==> src/rtl/mem_arbiter.sv <==
// mem_arbiter
// Arbiter and controller for the single-ported unified instruction/data
// memory of the pipelined RISC-V core. The Fetch stage (instruction reads
// at PCF) and the Memory stage (loads/stores) share the memory. The core
// stays idle after reset until 'trigger'. One fetched instruction is
// buffered, and fetches killed by a taken branch are discarded.
//
// Ports
//   clk, reset        clock; asynchronous active-low reset
//   trigger           start-of-execution pulse, sampled only in IDLE
//   flush             taken branch; kills the buffered or in-flight fetch
//   if_req/if_addr    fetch request at PCF
//   if_ready          decode register can accept the buffered word
//   if_valid/if_rdata instruction buffer contents
//   stall_f           hold PC
//   dm_req/dm_we/dm_addr/dm_wdata/dm_be  load/store request, held until dm_valid
//   dm_valid/dm_rdata data transaction completes this cycle, load data
//   stall_mem         freezes the M stage and everything older
//   mem_req/mem_we/mem_addr/mem_wdata/mem_be  registered memory request
//   mem_ack/mem_rdata memory completion and read data
//   running           0 in IDLE, 1 otherwise
module mem_arbiter #(
  parameter int AW = 32,
  parameter int DW = 32
) (
  input  logic          clk,
  input  logic          reset,
  input  logic          trigger,
  input  logic          flush,
  input  logic          if_req,
  input  logic [AW-1:0] if_addr,
  input  logic          if_ready,
  output logic          if_valid,
  output logic [DW-1:0] if_rdata,
  output logic          stall_f,
  input  logic          dm_req,
  input  logic          dm_we,
  input  logic [AW-1:0] dm_addr,
  input  logic [DW-1:0] dm_wdata,
  input  logic [DW/8-1:0] dm_be,
  output logic          dm_valid,
  output logic [DW-1:0] dm_rdata,
  output logic          stall_mem,
  output logic          mem_req,
  output logic          mem_we,
  output logic [AW-1:0] mem_addr,
  output logic [DW-1:0] mem_wdata,
  output logic [DW/8-1:0] mem_be,
  input  logic          mem_ack,
  input  logic [DW-1:0] mem_rdata,
  output logic          running
);

  typedef enum logic [2:0] {
    IDLE,
    ARB,
    FETCH,
    DATA,
    DROP
  } state_t;

  state_t state, state_next;

  logic arb_active;
  logic dm_pending;
  logic buf_free;
  logic grant_dm;
  logic grant_if;
  logic load_buf;
  logic consume_buf;

  // Arbitration happens in ARB and on the ack cycle of any transaction so
  // that transactions can run back to back. A data request that is being
  // acknowledged right now has been serviced and must not win again.
  always_comb begin
    arb_active  = (state == ARB) ||
                  (((state == FETCH) || (state == DATA) || (state == DROP)) && mem_ack);
    dm_pending  = dm_req && !((state == DATA) && mem_ack);
    consume_buf = if_valid && if_ready;
    buf_free    = !if_valid || if_ready;
    grant_dm    = arb_active && dm_pending;
    grant_if    = arb_active && !dm_pending && if_req && buf_free && !flush;
    load_buf    = (state == FETCH) && mem_ack && !flush;
  end

  always_comb begin
    state_next = state;
    case (state)
      IDLE:    if (trigger) state_next = ARB;
      FETCH:   if (!mem_ack && flush) state_next = DROP;
      default: state_next = state;
    endcase
    if (arb_active) begin
      if (grant_dm)      state_next = DATA;
      else if (grant_if) state_next = FETCH;
      else               state_next = ARB;
    end
  end

  always_ff @(posedge clk or negedge reset) begin
    if (!reset) state <= IDLE;
    else        state <= state_next;
  end

  // Request registers change only when arbitrating, which keeps them stable
  // for the whole life of a request.
  always_ff @(posedge clk or negedge reset) begin
    if (!reset) begin
      mem_req   <= 1'b0;
      mem_we    <= 1'b0;
      mem_addr  <= '0;
      mem_wdata <= '0;
      mem_be    <= '0;
    end else if (arb_active) begin
      mem_req <= grant_dm || grant_if;
      if (grant_dm) begin
        mem_we    <= dm_we;
        mem_addr  <= dm_addr;
        mem_wdata <= dm_wdata;
        mem_be    <= dm_be;
      end else if (grant_if) begin
        mem_we    <= 1'b0;
        mem_addr  <= if_addr;
        mem_wdata <= '0;
        mem_be    <= '1;
      end
    end
  end

  // Flush beats a simultaneous load; a load alongside a consume leaves the
  // new word in the buffer.
  always_ff @(posedge clk or negedge reset) begin
    if (!reset) begin
      if_valid <= 1'b0;
      if_rdata <= '0;
    end else if (flush) begin
      if_valid <= 1'b0;
    end else if (load_buf) begin
      if_valid <= 1'b1;
      if_rdata <= mem_rdata;
    end else if (consume_buf) begin
      if_valid <= 1'b0;
    end
  end

  assign running   = (state != IDLE);
  assign stall_f   = (state == IDLE) || !(if_valid && if_ready);
  assign dm_valid  = (state == DATA) && mem_ack;
  assign dm_rdata  = mem_rdata;
  assign stall_mem = dm_req && !dm_valid;

endmodule

==> config.mk <==
export PLATFORM = sky130hd
export DESIGN_NAME = mem_arbiter
export DESIGN_NICKNAME = d
export VERILOG_FILES = /design/src/rtl/mem_arbiter.sv
export SDC_FILE = /design/constraint.sdc
export NUM_CORES = 1
export LEC_CHECK = 0
export ABC_CLOCK_PERIOD_IN_PS = 4900
export BUFFER_PORTS_ARGS = -buffer_cell sky130_fd_sc_hd__buf_2
export CORE_AREA = 4 4 108 110
export DETAILED_ROUTE_END_ITERATION = 8
export DIE_AREA = 0 0 112 114
export HOLD_SLACK_MARGIN = 0.1
export PLACE_DENSITY = 0.8
export SLEW_MARGIN = 20
export SYNTH_ARGS = -nofsm -noshare
export SYNTH_HDL_FRONTEND = slang
export SYNTH_SLANG_ARGS = --single-unit
==> constraint.sdc <==
create_clock -name clk -period 4.9 [get_ports clk]
set_clock_uncertainty 0.1 [all_clocks]
set_input_delay 0.98 -clock clk [delete_from_list [all_inputs] [get_ports clk]]
set_output_delay 0.98 -clock clk [all_outputs]
set_load 0.01 [all_outputs]
---- After elaboration in Yosys (flattened, before gate mapping) ----
Index checks and enable logic that the tools add are counted.
operators by class
  $add $sub $neg .......................... 0
  $mul .................................... 0
  div/mod/pow operators ................... 0
  magnitude comparators ................... 0
  eq/ne operators ......................... 6
  shift operators ......................... 0
  mux-type cells .......................... 17
  bitwise gates (word level) .............. 1
  reductions and logical operators ........ 32
operators with widths
  cell                                                    number
  2-to-1 mux 32 bit                                       4
  logical AND 1 bit                                       12
  2-to-1 mux 3 bit                                        3
  nonzero test 3 bit                                      3
  2-to-1 mux 4 bit                                        2
  == test 3 x 2 -> 1 bit (second input constant)          2
  zero test 1 bit                                         6
  logical OR 1 bit                                        6
  case mux 3 bit (2 select lines)                         1
  2-to-1 mux 1 bit                                        5
  2-to-1 mux 2 bit                                        2
  AND reduction 2 bit                                     2
  == test 3 x 1 -> 1 bit (second input constant)          1
  == test 3 bit (second input constant)                   1
  zero test 3 bit                                         1
  inequality test 3 x 2 -> 1 bit (second input constant)  1
  inequality test 3 bit (second input constant)           1
  AND reduction 3 bit                                     1
  nonzero test 2 bit                                      1
  NOT 1 bit                                               1
word-level totals
  register bits ........................... 106
  latch bits .............................. 0
  memory bits (writable) .................. 0
  memory bits (read-only) ................. 0
  input port bits ......................... 141
  output and inout port bits .............. 139
  logic and storage cells ................. 64
  memories ................................ 0

---- Longest topological paths before layout ----
Gate-level depths: netlist (run 1).
  depth in word-level cells ............... 12
  mapped depth ............................ 9
  depth with buffers taken out ............ 5

---- Least setup slack after synthesis (run 1) ----
OpenSTA, ideal clock, no wires.
  path kind ............................... input port to output port
  from .................................... input mem_ack
  to ...................................... output stall_mem
  data arrival time ....................... 1,516 ps
  required time ........................... 3,820 ps
  setup slack ............................. 2,304 ps
  stages on the path ...................... 4
  buffers on the path ..................... 1
  path through ............................ and4b_4 -> nand2b_1 -> buf_6 -> inv_4
on the way
  longest elaborated chain between the ends .. 3
ends and longest elaborated chain
  item               line  RTL
  from (decl)        49    input logic mem_ack,
  logical AND 1 bit  148   assign dm_valid = (state == DATA) && mem_ack;
  zero test 1 bit    150   assign stall_mem = dm_req && !dm_valid;
  logical AND 1 bit  150
  to (decl)          43    output logic stall_mem,
No other way between the ends.

---- Final worst setup path (run 1) ----
Same ends and word-level chain as after synthesis.

==> results of run 1 <==
==> cell usage in the layout, fill, tap and decap left out, types with 2 or more instances in the layout <==
cell	count
mux2_2	3
a22o_1	33
dfrtp_1	106
nand2b_1	2
or3_1	2
o22ai_1	33
nor3_1	2
buf_2	278
inv_1	4
nand3_1	2
buf_4	5
o22a_1	4
clkbuf_8	11
mux2_4	29
nor2_1	2
a2bb2oi_1	32
nand2_1	4
o21ai_0	5
clkinv_2	4
a21oi_1	2
==> per-layer routing <==
metal / global-route usage / wire, microns / vias up
li1: - / - / 1717
met1: 0.2319 / 4956 / 1840
met2: 0.3205 / 6513 / 156
met3: 0.04615 / 845 / 15
met4: 0.06250 / 235 / 0
met5: 0 / 0 / -
==> state kept, by name (all words and copies together), names as in the netlist <==
register and flops:
mem_be 4, if_rdata 32, mem_wdata 32, mem_req 1, state 3, if_valid 1, mem_we 1, mem_addr 32
==> metrics by stage <==
step	power, mW	utilization	cell area (sq um)	hold WS [ps]
finish	3.575	0.5633	6026	395.3
global route	3.801	0.5633	6026	414.5
CTS	3.616	0.5613	6005	398.3
detailed placement	3.109	0.5444	5824	376.5
global placement	3.042	0.5444	5824	368.2
floorplan	2.507	-	4653	428.8
==> worst max path at each step <==
stage | to | slack [ps]
3_3_place_gp | mem_wdata[27] | 1750
2_1_floorplan | stall_mem | 2300
4_1_cts | mem_wdata[3] | 2020
5_1_grt | stall_mem | 1990
6_report | stall_mem | 2040
3_5_place_dp | mem_wdata[3] | 1650
==> final cells by class <==
type | count | area, sq um | area share
multi-input combinational | 170 | 1550 | 0.2573
sequential | 106 | 2653 | 0.4402
antenna | 1 | 2.502 | 0.0004153
timing repair buffer | 284 | 1444 | 0.2396
tap | 140 | 175.2 | 0.02907
clock buffer | 11 | 151.4 | 0.02512
inverter | 5 | 21.27 | 0.003530
clock inverter | 5 | 28.78 | 0.004776
==> Yosys cell counts, types with 2 or more instances <==
cell,n
inv_1,4
a22o_1,33
mux2_2,3
nor3_1,2
nand2b_1,2
dfrtp_1,106
or3_1,2
buf_6,12
o22ai_1,33
buf_4,32
nand2_1,4
a2bb2oi_1,32
buf_2,8
o21ai_0,5
nand3_1,2
mux2_4,29
nor2_1,3
o22a_1,4
a21oi_1,2
clkbuf_1,7
==> where the power goes <==
group | switching, mW | total (mW) | internal, mW
combinational | 0.762 | 1.57 | 0.803
sequential | 0.244 | 1.52 | 1.27
clock | 0.282 | 0.492 | 0.210
total | 1.29 | 3.58 | 2.29
==> kinds of logic after synthesis <==
family,count (synthesis),synth area share
AND/OR/NAND/NOR,24,0.03496
multiplexers,33,0.1030
buffers and inverters,64,0.09949
AO/OA/AOI/OAI,113,0.1925
flip-flops,106,0.5700
==> impl_summary.md, run 1 <==
Placed design
The count of buffers added on input and output ports is 279. Routability-driven placement finished with a final weighted congestion of 0.8408. Detailed placement finished with a half-perimeter wire length of 9453 microns. The total instance count after detailed placement is 704. The worst-case setup slack after placement is ~1600 ps.

STA
The setup total negative slack is 0 ps. The number of endpoints with negative hold slack in the final report is 0. At the pin with the least slew margin, the transition time is 928.1 ps.

Setup repair after global routing left no endpoint under its margin. The final critical-path required period is roughly 2900 ps. The max-slew headroom at the worst pin is 0.3783.

The max-slew violation total from the final report is 0. Based on the critical path, the design can be clocked at up to 349.7 MHz. The final critical-path share of the clock period is 0.5837. In the post-route analysis, the smallest setup slack over all paths is 2040 ps. The number of failing setup endpoints in the final timing report is 0.

Setup path
The maximum fanout encountered on the critical timing path is 6. By startpoint and endpoint, the worst setup path is classified as in -> out. The reg-to-reg critical path endpoint is mem_wdata[3].

The kind of cell with the highest combined delay along the critical path is simple AND/OR/NAND/NOR gates. The critical path starts at mem_ack. The internal reg-to-reg setup slack is 2510 ps. The critical path runs through a total of 5 cells. STA puts the critical path data arrival time at 1780 ps. The largest individual stage delay along the critical path comes from the cell and4b_4. The cell count of the worst reg-to-reg path is 6. Counting stages on the worst path, the most repeated cell is buf_2. STA classifies the critical path startpoint as an input pin. The worst register-to-register path begins at state[2]. The type of destination of the critical path is a primary output. The critical path contains buffers and inverters numbering 3 combined. The required time reported for the critical path endpoint is 3820 ps. For this run, the slowest stage of the critical path takes about 250 ps.

The critical path goes through buf_2, and4b_4, nand2b_1, inv_4, buf_2.

Floorplan
In this run the vertical extent of the chip is between 100 and 150 microns. The total area inside the core boundary comes to 10700 sq um. The width of the die is around 110 microns. In this run the count of I/O pins placed on the die edge is 280. The area of the die is 12770 sq um. In this run the core area contains 38 standard-cell rows. For this configuration, the core starts out at a cell density of 0.4350.

GRT
The aggregate global-route resource usage is 0.1865. The maximum number of pins on one net before global-route repair is 60. The initial antenna violation count came to 1. The total overflow left after global routing is 0. The number of global-route vias before repair was 3809. The first global-routing pass estimated roughly 19000 microns of wire.

Final layout
The final standard cell count with taps included and fillers excluded is around 720. In the final layout, the share of cells above drive strength 1 is 0.5886. The number of nets at the end of the flow is about 720. The count of fill cells added during filler insertion is between 800 and 900. Compared with the post-synthesis result, the final layout area differs by 29.50%.

Synthesis
The number of enable-type register cells in the synthesized netlist is 0. The number of instances in the synthesized netlist is 340. The leading area contributor after synthesis is dfrtp_1. The synthesized net count is 481. The prevailing post-synth register cell is dfrtp_1.

The sequential-to-total area share from yosys stat is 0.5700. Yosys printed 0 warnings. The share of synthesized area in the top cell type comes to 0.5700.

Yosys attributes the largest share of cell area to dfrtp_1 (57%), mux2_4 (9.4%), a22o_1 (6.2%), a2bb2oi_1 (6.0%), buf_4 (5.2%). The post-synthesis area per instance is 13.69 sq um. The proportion of synthesized flip-flops having asynchronous set or reset is 1.000. After synthesis the cells add up to 4653 sq um. The post-synthesis register bit count is 106.

In this run, distinct cell masters in the synthesized netlist total 35.

Clock network
The clock tree from TritonCTS is done. After clock tree synthesis, the repair step resized 0 gates. In this run the post-CTS setup repair buffer count came out at 0. The cell sitting at the root of the clock tree is a clkbuf_8. Clock-pin slew was measured on the worst setup and hold paths at 90 ps. The longest clock path from root to sink contains 2 buffers.

Counting every sink on the clock net gives 106. TritonCTS created 9 clock buffers. The number of buffers added to fix hold violations after cts is 0.

The clock tree synthesis step divided the H-tree into 3 levels. For the worst-skew pair, the clock arrives at the later sink with an insertion delay of 350 ps.

Routing
Dividing the detail-routed via count by the number of cells gives 5.163. For this block, the routed nets add up to 12550 microns of wire. The routed via count is about 3700. For this run, design rule violations remaining after detail routing come to 0. In this run the remaining antenna-violating nets after routing total 0. The average wire per standard cell is roughly 17 microns.

The first-pass iteration count of the detailed router is 4. The count of routing violations after the opening detailed-route iteration is 201.

Outcome
The flow ran to the end, and the final reports show no timing, DRC or antenna violations.

Pwr
The analysis attributes to cell leakage a power of approximately 3.3 nW. The worst voltage drop across the vdd grid is 0.2462 mV. Dividing total power by cell area gives a power density of 593.4 nW/um^2.

Worst hold path
The path with the worst hold slack has its endpoint at mem_be[2]. The min-delay analysis places its worst path in the category reg -> reg. Counting instances, the worst hold path has a depth of 1. The worst min-delay path startpoint is mem_be[2].

Job
The tool flagged a number of max-cap violations equal to 0.
No activity file was read; power rests on OpenSTA's default activity.
==> run 2: changes to the inputs <==
==> config.mk (replaced) <==
export PLATFORM = sky130hd
export DESIGN_NAME = mem_arbiter
export DESIGN_NICKNAME = d
export VERILOG_FILES = /design/src/rtl/mem_arbiter.sv
export SDC_FILE = /design/constraint.sdc
export NUM_CORES = 1
export LEC_CHECK = 0
export ABC_AREA = 1
export ABC_CLOCK_PERIOD_IN_PS = 2400
export BUFFER_PORTS_ARGS = -buffer_cell sky130_fd_sc_hd__buf_2
export CORE_MARGIN = 4
export CORE_UTILIZATION = 40
export DETAILED_ROUTE_END_ITERATION = 8
export HOLD_SLACK_MARGIN = 0.1
export PLACE_DENSITY = 0.77
export SLEW_MARGIN = 20
export SYNTH_ARGS = -nofsm -noshare
export SYNTH_HDL_FRONTEND = slang
export SYNTH_SLANG_ARGS = --single-unit
==> constraint.sdc (replaced) <==
create_clock -name clk -period 2.4 [get_ports clk]
set_clock_uncertainty 0.1 [all_clocks]
set_input_delay 0.48 -clock clk [delete_from_list [all_inputs] [get_ports clk]]
set_output_delay 0.48 -clock clk [all_outputs]
set_load 0.01 [all_outputs]
==> run 2 against run 1 <==
- worst hold slack got worse by 310 ps
- final cell count increased by 39%
- die area increased by 10%
- setup slack got worse by 1600 ps
- clock power increased to 2.8 times the previous value
- count of clock-buffer cells in the layout unchanged
- flip-flop and latch count unchanged
- design area increased by 7.9%
- first-iteration DRC count increased by 14%
- power increased by 130%
- non-clock buffer count increased by 5
==> impl_summary.md, run 2 <==
Outcome
The flow ran to the end, and the final reports show no timing, DRC or antenna violations.

Job
The number of violations of the max-capacitance limit is 0.

Synthesis
The prevailing post-synth register cell is dfrtp_1. The share of synthesized area in the top cell type comes to 0.5408. Of the total synthesized cell area, the portion taken by AND, OR, NAND and NOR gates is 0.2962. Sorting the synthesized cells by how often they occur yields nand2_1 (276), dfrtp_1 (106), nand3_1 (71), inv_1 (39), o21ai_0 (39).

Counting flops with an async set or reset pin after synthesis yields a share of 1.000. The synthesized net count is roughly 760. For this run, the number of Yosys warnings is 0.

Of the post-synthesis cell area, the part taken by muxes is 0. The synthesized cell area is 4905 sq um. By area the synthesized netlist is led by dfrtp_1 (54%), nand2_1 (21%), nand3_1 (7.2%), buf_4 (5.8%), o21ai_0 (4.0%).

The number of enable-type register cells in the synthesized netlist is 0. The number of instances in the synthesized netlist is 615. The post-synthesis register bit count is 106. Of the total synthesized cell area, the portion taken by XOR and XNOR cells is 0. By area, the combinational part of the netlist is dominated by simple AND/OR/NAND/NOR gates. The sequential-to-total area share from yosys stat is 0.5408. Of the total synthesized cell area, the portion taken by full adders, half adders and majority gates is 0.

The most common cell in the synthesized netlist is nand2_1. The compound-gate portion of the synthesized area is 0.04413. The distinct cell type count after synthesis is 18.

Summed over all instances, the cell type with the most area after synthesis is dfrtp_1. The post-synthesis area per instance is 7.975 sq um.

Routing
In the final routed layout, each cell accounts on average for between 10 and 15 microns. Wires add up to about 14000 microns. The final route contains 4727 vias. The first-pass iteration count of the detailed router is 4. The post-detailed-route count of antenna-violating nets is 0.

Dividing the detail-routed via count by the number of cells gives between 4 and 5. The count of routing violations after the opening detailed-route iteration is 230. For this run, design rule violations remaining after detail routing come to 0.

Final layout
The layout overhead on the synthesized area is 32.55%. The most frequent standard cell in the layout excluding fill and tap cells is buf_2. The finished cells cover 6501 sq um.

The utilization after layout is 0.5413. In the layout the commonest cells are buf_2 (278), nand2_1 (276), dfrtp_1 (106). The number of nets at the end of the flow is 990.

The share of post-route cells with drive strength above 1 is 0.3653. The largest registers in the layout are if_rdata x32, mem_addr x32, mem_wdata x32.

Setup path
The internal reg-to-reg setup slack is 620 ps. The category of the worst setup path launch point is a flop. At the worst endpoint, the arrival time is 1370 ps. The maximum fanout encountered on the critical timing path is 4. Data on the critical path is required at its endpoint by 1820 ps.

The worst setup path is of the reg -> out kind. The type of destination of the critical path is a primary output.

STA
The setup slack of the critical path after layout is 449.0 ps. Setup repair after global routing left no endpoint under its margin. The worst pin sits at a relative slew slack of 0.6214. Dividing the final minimum period by the clock period gives 0.8129.

The number of failing setup endpoints in the final timing report is 0. In the final timing run, aggregate negative setup slack is 0 ps. The actual transition at the worst max-transition pin is 568.0 ps.

The number of endpoints with negative hold slack in the final report was 0. The upper clock frequency limit is 512.6 MHz. The max-slew violation total from the final report is 0. Counting I/O delays and the setup requirement, the final critical path takes a little under 2000 ps.

Pwr
Of the total power, registers draw 0.375. The net load switching power is ~3.4 mW. The post-route total power is slightly above 8 mW. The worst voltage drop across the vdd grid is 0.5502 mV.

Internal power comes to 4.739 mW. Of the total power, the clock network draws 0.172. The switching share of total power is 0.4152. Of the total power, combinational logic draws 0.453. The total leakage power is 3.960 nW.

The power density over the cells is 1246 nW/um^2.

Clock network
The cell chosen for the clock root is clkbuf_16. The setup fix buffers added after clock tree synthesis is 0. The number of buffers added to fix hold violations after cts is 0.

After clock tree synthesis, the clock-pin slew on the worst setup and hold paths is approximately 70 ps. In this run, CTS created clock tree buffers numbering 9. The number of buffers on the longest clock path is 2. The count of clock tree sinks is roughly 110. TritonCTS built the clock tree. The number of H-tree levels is 3. At the later pin of the worst-skew pair, clock insertion delay measures 340 ps. In this run, post-CTS repair resized a total of 0 instances.

Floorplan
The area of the die is 14100 sq um. The die is between 100 and 150 microns wide. The number of rows in the core area is 40. After floorplanning, the core was sized to cover 12010 sq um.

The vertical die dimension is 118.7 microns. The number of I/O pins is 280. The initial utilization of the core area, before any placement, comes to 0.4083.

GRT
The layer flagged by global routing as most heavily used is met2. In the global route stage, met2 resource usage came out at 0.3240. For this run, global-route usage on met3 was measured as 0.05646. The initial antenna violation count is 1. The maximum number of pins on one net before global-route repair is 107.

The number of global-route vias before repair is ~4600. The met1 global-route usage is 0.2397. The first global-routing pass estimated 22230 microns of wire.

Across every metal layer, demand over resource in global routing totals 0.1950. The total overflow left after global routing is 0.

Placed design
The half-perimeter wire length after placement is 10250 microns. Once placement finished, the instance area stood at 6217 sq um. The count of buffers added on input and output ports is 279. The congestion estimate from routability-driven global placement came to 0.7962. The worst-case setup slack after placement is ~550 ps.

Worst hold path
The class of the most critical hold timing path is in -> async.
[run 2: layout make-up]
type / instances / area (sq um)
timing repair buffer: 289 / 1536
inverter: 42 / 157.7
clock buffer: 11 / 242.7
clock inverter: 5 / 38.79
antenna: 1 / 2.502
sequential: 106 / 2653
multi-input combinational: 401 / 1687
tap: 147 / 183.9
fill: 1151 / 5510
[run 2: worst paths after layout]
path / startpoint / endpoint / cells after the start
min: reset / mem_addr[29] / 2
min reg2reg: mem_wdata[12] / mem_wdata[12] / 2
max: state[2] / stall_mem / 5
max in group asynchronous: reset / mem_addr[31] / 2
max reg2reg: state[0] / if_rdata[14] / 5
min in group clk: flush / if_valid / 2
[run 2: critical path, cell delays in order (launching register included)]
cell	delay, ps
dfrtp_1	400
inv_2	80
nand3_1	90
nor2_1	230
nor2_4	80
buf_2	150
[run 2: power groups by stage]
stage	sequential [mW]	clock (mW)	combinational (mW)
final	3.04	1.39	3.67
after global routing	3.14	1.51	4.14
after CTS	3.04	1.44	3.74
after detailed placement	3.04	0	3.74
after global placement	3.04	0	3.65
after floorplan	3.42	0	1.84
[run 2: kinds of logic after synthesis]
group | after synthesis
and+or+nand+nor | 360
buffers and inverters | 108
DFF | 106
AOI/OAI and AO/OA | 41
[run 2: metrics by stage]
step	instances	hold WS, ps
after detailed placement	985	353.5
final	1002	83.92
after global routing	1002	134.6
after CTS	1001	121.2
after floorplan	615	84.41
after global placement	985	348.6
[run 2: metal layers]
metal	share of wire	vias up
li1	-	2343
met1	0.41	2137
met2	0.48	227
met3	0.092	20
met4	0.019	0
met5	0	-
==> run 3: changes to the inputs <==
==> config.mk (replaced) <==
export PLATFORM = sky130hd
export DESIGN_NAME = mem_arbiter
export DESIGN_NICKNAME = d
export VERILOG_FILES = /design/src/rtl/mem_arbiter.sv
export SDC_FILE = /design/constraint.sdc
export NUM_CORES = 1
export LEC_CHECK = 0
export ABC_AREA = 0
export ABC_CLOCK_PERIOD_IN_PS = 1950
export BUFFER_PORTS_ARGS = -buffer_cell sky130_fd_sc_hd__buf_2
export CORE_MARGIN = 4
export CORE_UTILIZATION = 43
export DETAILED_ROUTE_END_ITERATION = 8
export HOLD_SLACK_MARGIN = 0.1
export PLACE_DENSITY = 0.8
export SLEW_MARGIN = 20
export SYNTH_ARGS = -nofsm -noshare
export SYNTH_HDL_FRONTEND = slang
export SYNTH_SLANG_ARGS = --single-unit
==> constraint.sdc (replaced) <==
create_clock -name clk -period 1.95 [get_ports clk]
set_clock_uncertainty 0.1 [all_clocks]
set_input_delay 0.39 -clock clk [delete_from_list [all_inputs] [get_ports clk]]
set_output_delay 0.39 -clock clk [all_outputs]
set_load 0.01 [all_outputs]
==> run 3 against run 2 <==
- the flow now finishes with violations (setup timing)
- sequential power is 24% higher
- global-route usage is 1.0 points higher
- highest routed layer is now met5
- wire length shrank 3.8%
- count of clock-buffer cells in the layout up 2
- critical endpoint is now stall_f
==> impl_summary.md, run 3 (same netlist as run 1, synthesis figures left out) <==
STA
The number of failing setup endpoints in the final timing report is 3. The number of endpoints with negative hold slack in the final report is 0. The max-slew headroom at the worst pin is 0.7622. Adding up every negative setup slack in the final design gives -62.64 ps.

Setup repair after global routing could not meet its margin everywhere. The final critical-path required period is 1983 ps. On the final layout, the worst hold slack is 156.8 ps. The actual transition at the worst max-transition pin is 356.7 ps. The max-slew violation total from the final report was 0. The upper clock frequency limit is 504.3 MHz. Across all setup checks in the final design, the least slack found is -32.97 ps. In the finished design, the share of the clock period the worst path needs comes to 1.017.

Outcome
The final reports fail on setup timing. The run finished, with violations left.

Worst hold path
In this run the worst hold path is classified as in -> reg. In this run the most critical hold path is launched from dm_wdata[30]. The worst hold path terminates at mem_wdata[30]. The worst hold path passes through 2 cells.

Clock network
The count of clock tree sinks is 106. The clock passes through at most 2 buffers. The number of H-tree levels is 3. Clock tree synthesis selected as its root buffer the cell clkbuf_8.

The clock tree from TritonCTS is done. The number of clock buffers added by TritonCTS is 9. Clock-pin slew was measured on the worst setup and hold paths at ~100 ps. For the worst-skew pair, the clock arrives at the later sink with an insertion delay of 350 ps.

Floorplan
The area of the die is 12550 sq um. The number of rows in the core area is 37. The core region area is 10420 sq um.

The effective utilization at floorplan is 0.4467. The number of I/O pins is 280. The floorplan step set the die width to 112.0 microns.

The vertical die dimension is 112.0 microns.

Setup path
The worst setup path is launched from a flop. For flop-to-flop paths, the worst setup slack is 0 ps. The cell seen most often among critical-path stages is buf_6.

For the worst setup path, the data arrival time is ~1500 ps. Measured in cells, the most critical reg-to-reg path has a length of 7. Of all nets on the critical path, the largest fanout is 4. The startpoint-to-endpoint class of the critical path is reg -> out.

The slowest library cell on the worst path is dfrtp_1. The type of destination of the critical path is a primary output. The required time reported for the critical path endpoint is 1460 ps. Traced cell by cell, the critical path runs through buf_6, or3_4, nand3_2, buf_6. The start of the worst register-to-register path is state[2]. The worst stage delay on the critical path is approximately 420 ps.

In this run the critical register-to-register path is captured at mem_wdata[7].

Final layout
The utilization after layout is 0.6180. Of the cells placed in the final design, the portion with a size suffix greater than 1 is 0.6053. From synthesis to final layout, the design area changed by 38.34%.

The number of antenna cells inserted is 0. Fill cells in the final layout number 835. The library cell used most frequently in the layout, excluding fill and tap cells, is buf_2. The library cells used most frequently in the layout, excluding fill and tap cells, are buf_2 (276), dfrtp_1 (106), a22o_1 (33), o22ai_1 (33), a2bb2oi_1 (32). The largest registers in the layout are if_rdata x32, mem_addr x32, mem_wdata x32.

The number of nets at the end of the flow is around 750.

Routing
The post-detailed-route count of antenna-violating nets is 0. Summing over every cut layer, the via total after detailed routing is ~3900. The first detailed-routing pass ran for 4 iterations. Dividing the detail-routed via count by the number of cells gives 5.177.

After detailed routing, the number of remaining DRC violations is 0. The final layout contains routed wiring with a total length of about 13000 microns. The average wire per standard cell is 18.04 microns.

In this run, the number of DRC markers left after iteration 0 of detailed routing was 166.

Pwr
The power density over the cells is 1507 nW/um^2. Of the total power, the clock network draws 0.152. The analysis attributes to net switching a power of 3.356 mW. The design internal power is around 6.3 mW. The post-route total power is 9.699 mW.

Of the total power, combinational logic draws 0.459. Of the total power, registers draw 0.388. The worst voltage drop across the vdd grid is 0.6741 mV. Summed over all cells, the static leakage comes to 3.463 nW. Of the total power, the share spent switching nets is 0.3460.

Placed design
Detailed placement finished with a half-perimeter wire length of 9853 microns. The count of buffers from port buffering is between 200 and 300. Routability-driven placement finished with a final weighted congestion of about 0.81.

GRT
The total overflow reported by the global router is 0. The number of global-route vias before repair came to 4113. The maximum number of pins on one net before global-route repair is 57. The aggregate global-route resource usage is 0.2050. The global-route wire length before repair is roughly 21000 microns. The initial antenna violation count is 2.

Job
Across the run, the number of max-cap violations was 0.
[run 3: cell types whose count changed in the layout (fill, tap and decap cells not counted), sizes merged, moves of 33 or more]
cell	change
nand3	-70
a22o	+33
o22ai	+33
inv	-38
nand2	-273
o21ai	-34
[run 3: cell type report]
type / count / area (sq um) / area share
multi-input combinational: 171 / 1590 / 0.2470
tap: 136 / 170.2 / 0.02643
sequential: 106 / 2653 / 0.4121
clock buffer: 13 / 158.9 / 0.02468
timing repair buffer: 311 / 1782 / 0.2768
inverter: 5 / 23.77 / 0.003693
clock inverter: 2 / 60.06 / 0.009329
[run 3: worst max-delay path by stage]
stage,startpoint,end,depth (start not counted)
2_1_floorplan,state[2],if_rdata[10],6
3_3_place_gp,mem_ack,mem_wdata[27],5
3_5_place_dp,mem_ack,mem_wdata[31],5
4_1_cts,state[1],stall_mem,6
5_1_grt,state[2],mem_wdata[7],7
6_report,state[1],stall_f,4
[run 3: repair_timing]
item | in CTS | in global routing
hold endpoints to repair | 25 | 0
gates resized for setup | 16 | 3
cloned | 1 | 1
hold buffers | 1 | 0
pin swaps | 13 | 2
setup endpoints to repair | 101 | 67
setup buffers | 5 | 4
[run 3: metal layers]
layer | routed length [microns] | global-route usage | share of wire
met2 | 6993 | 0.3617 | 0.52
met5 | 27 | 0 | 0.0020
met4 | 212 | 0.08253 | 0.016
met1 | 5203 | 0.2411 | 0.39
met3 | 984 | 0.04852 | 0.073
[run 3: power groups by stage]
stage | Clock, mW | Combinational, mW | Sequential (mW)
2_1_floorplan | 0 | 2.11 | 4.20
3_3_place_gp | 0 | 4.07 | 3.77
3_5_place_dp | 0 | 4.24 | 3.76
4_1_cts | 1.52 | 4.37 | 3.76
5_1_grt | 1.61 | 4.79 | 3.89
6_report | 1.48 | 4.45 | 3.77
[run 3: stage by stage]
step           setup slack [ps]  cell area (sq um)  instances
2_1_floorplan             49.15               4653        340
3_3_place_gp             -314.0               6010        717
3_5_place_dp             -469.6               6010        717
5_1_grt                  -84.99               6437        744
6_report                 -32.97               6437        744
4_1_cts                  -42.03               6350        739
[run 3: critical path: cells and delay by family, from the launching register on]
| family | cells | cell delay (ps) |
|---|---|---|
| AND/OR/NAND/NOR | 2 | 480 |
| flip-flops | 1 | 420 |
| buffers and inverters | 2 | 240 |
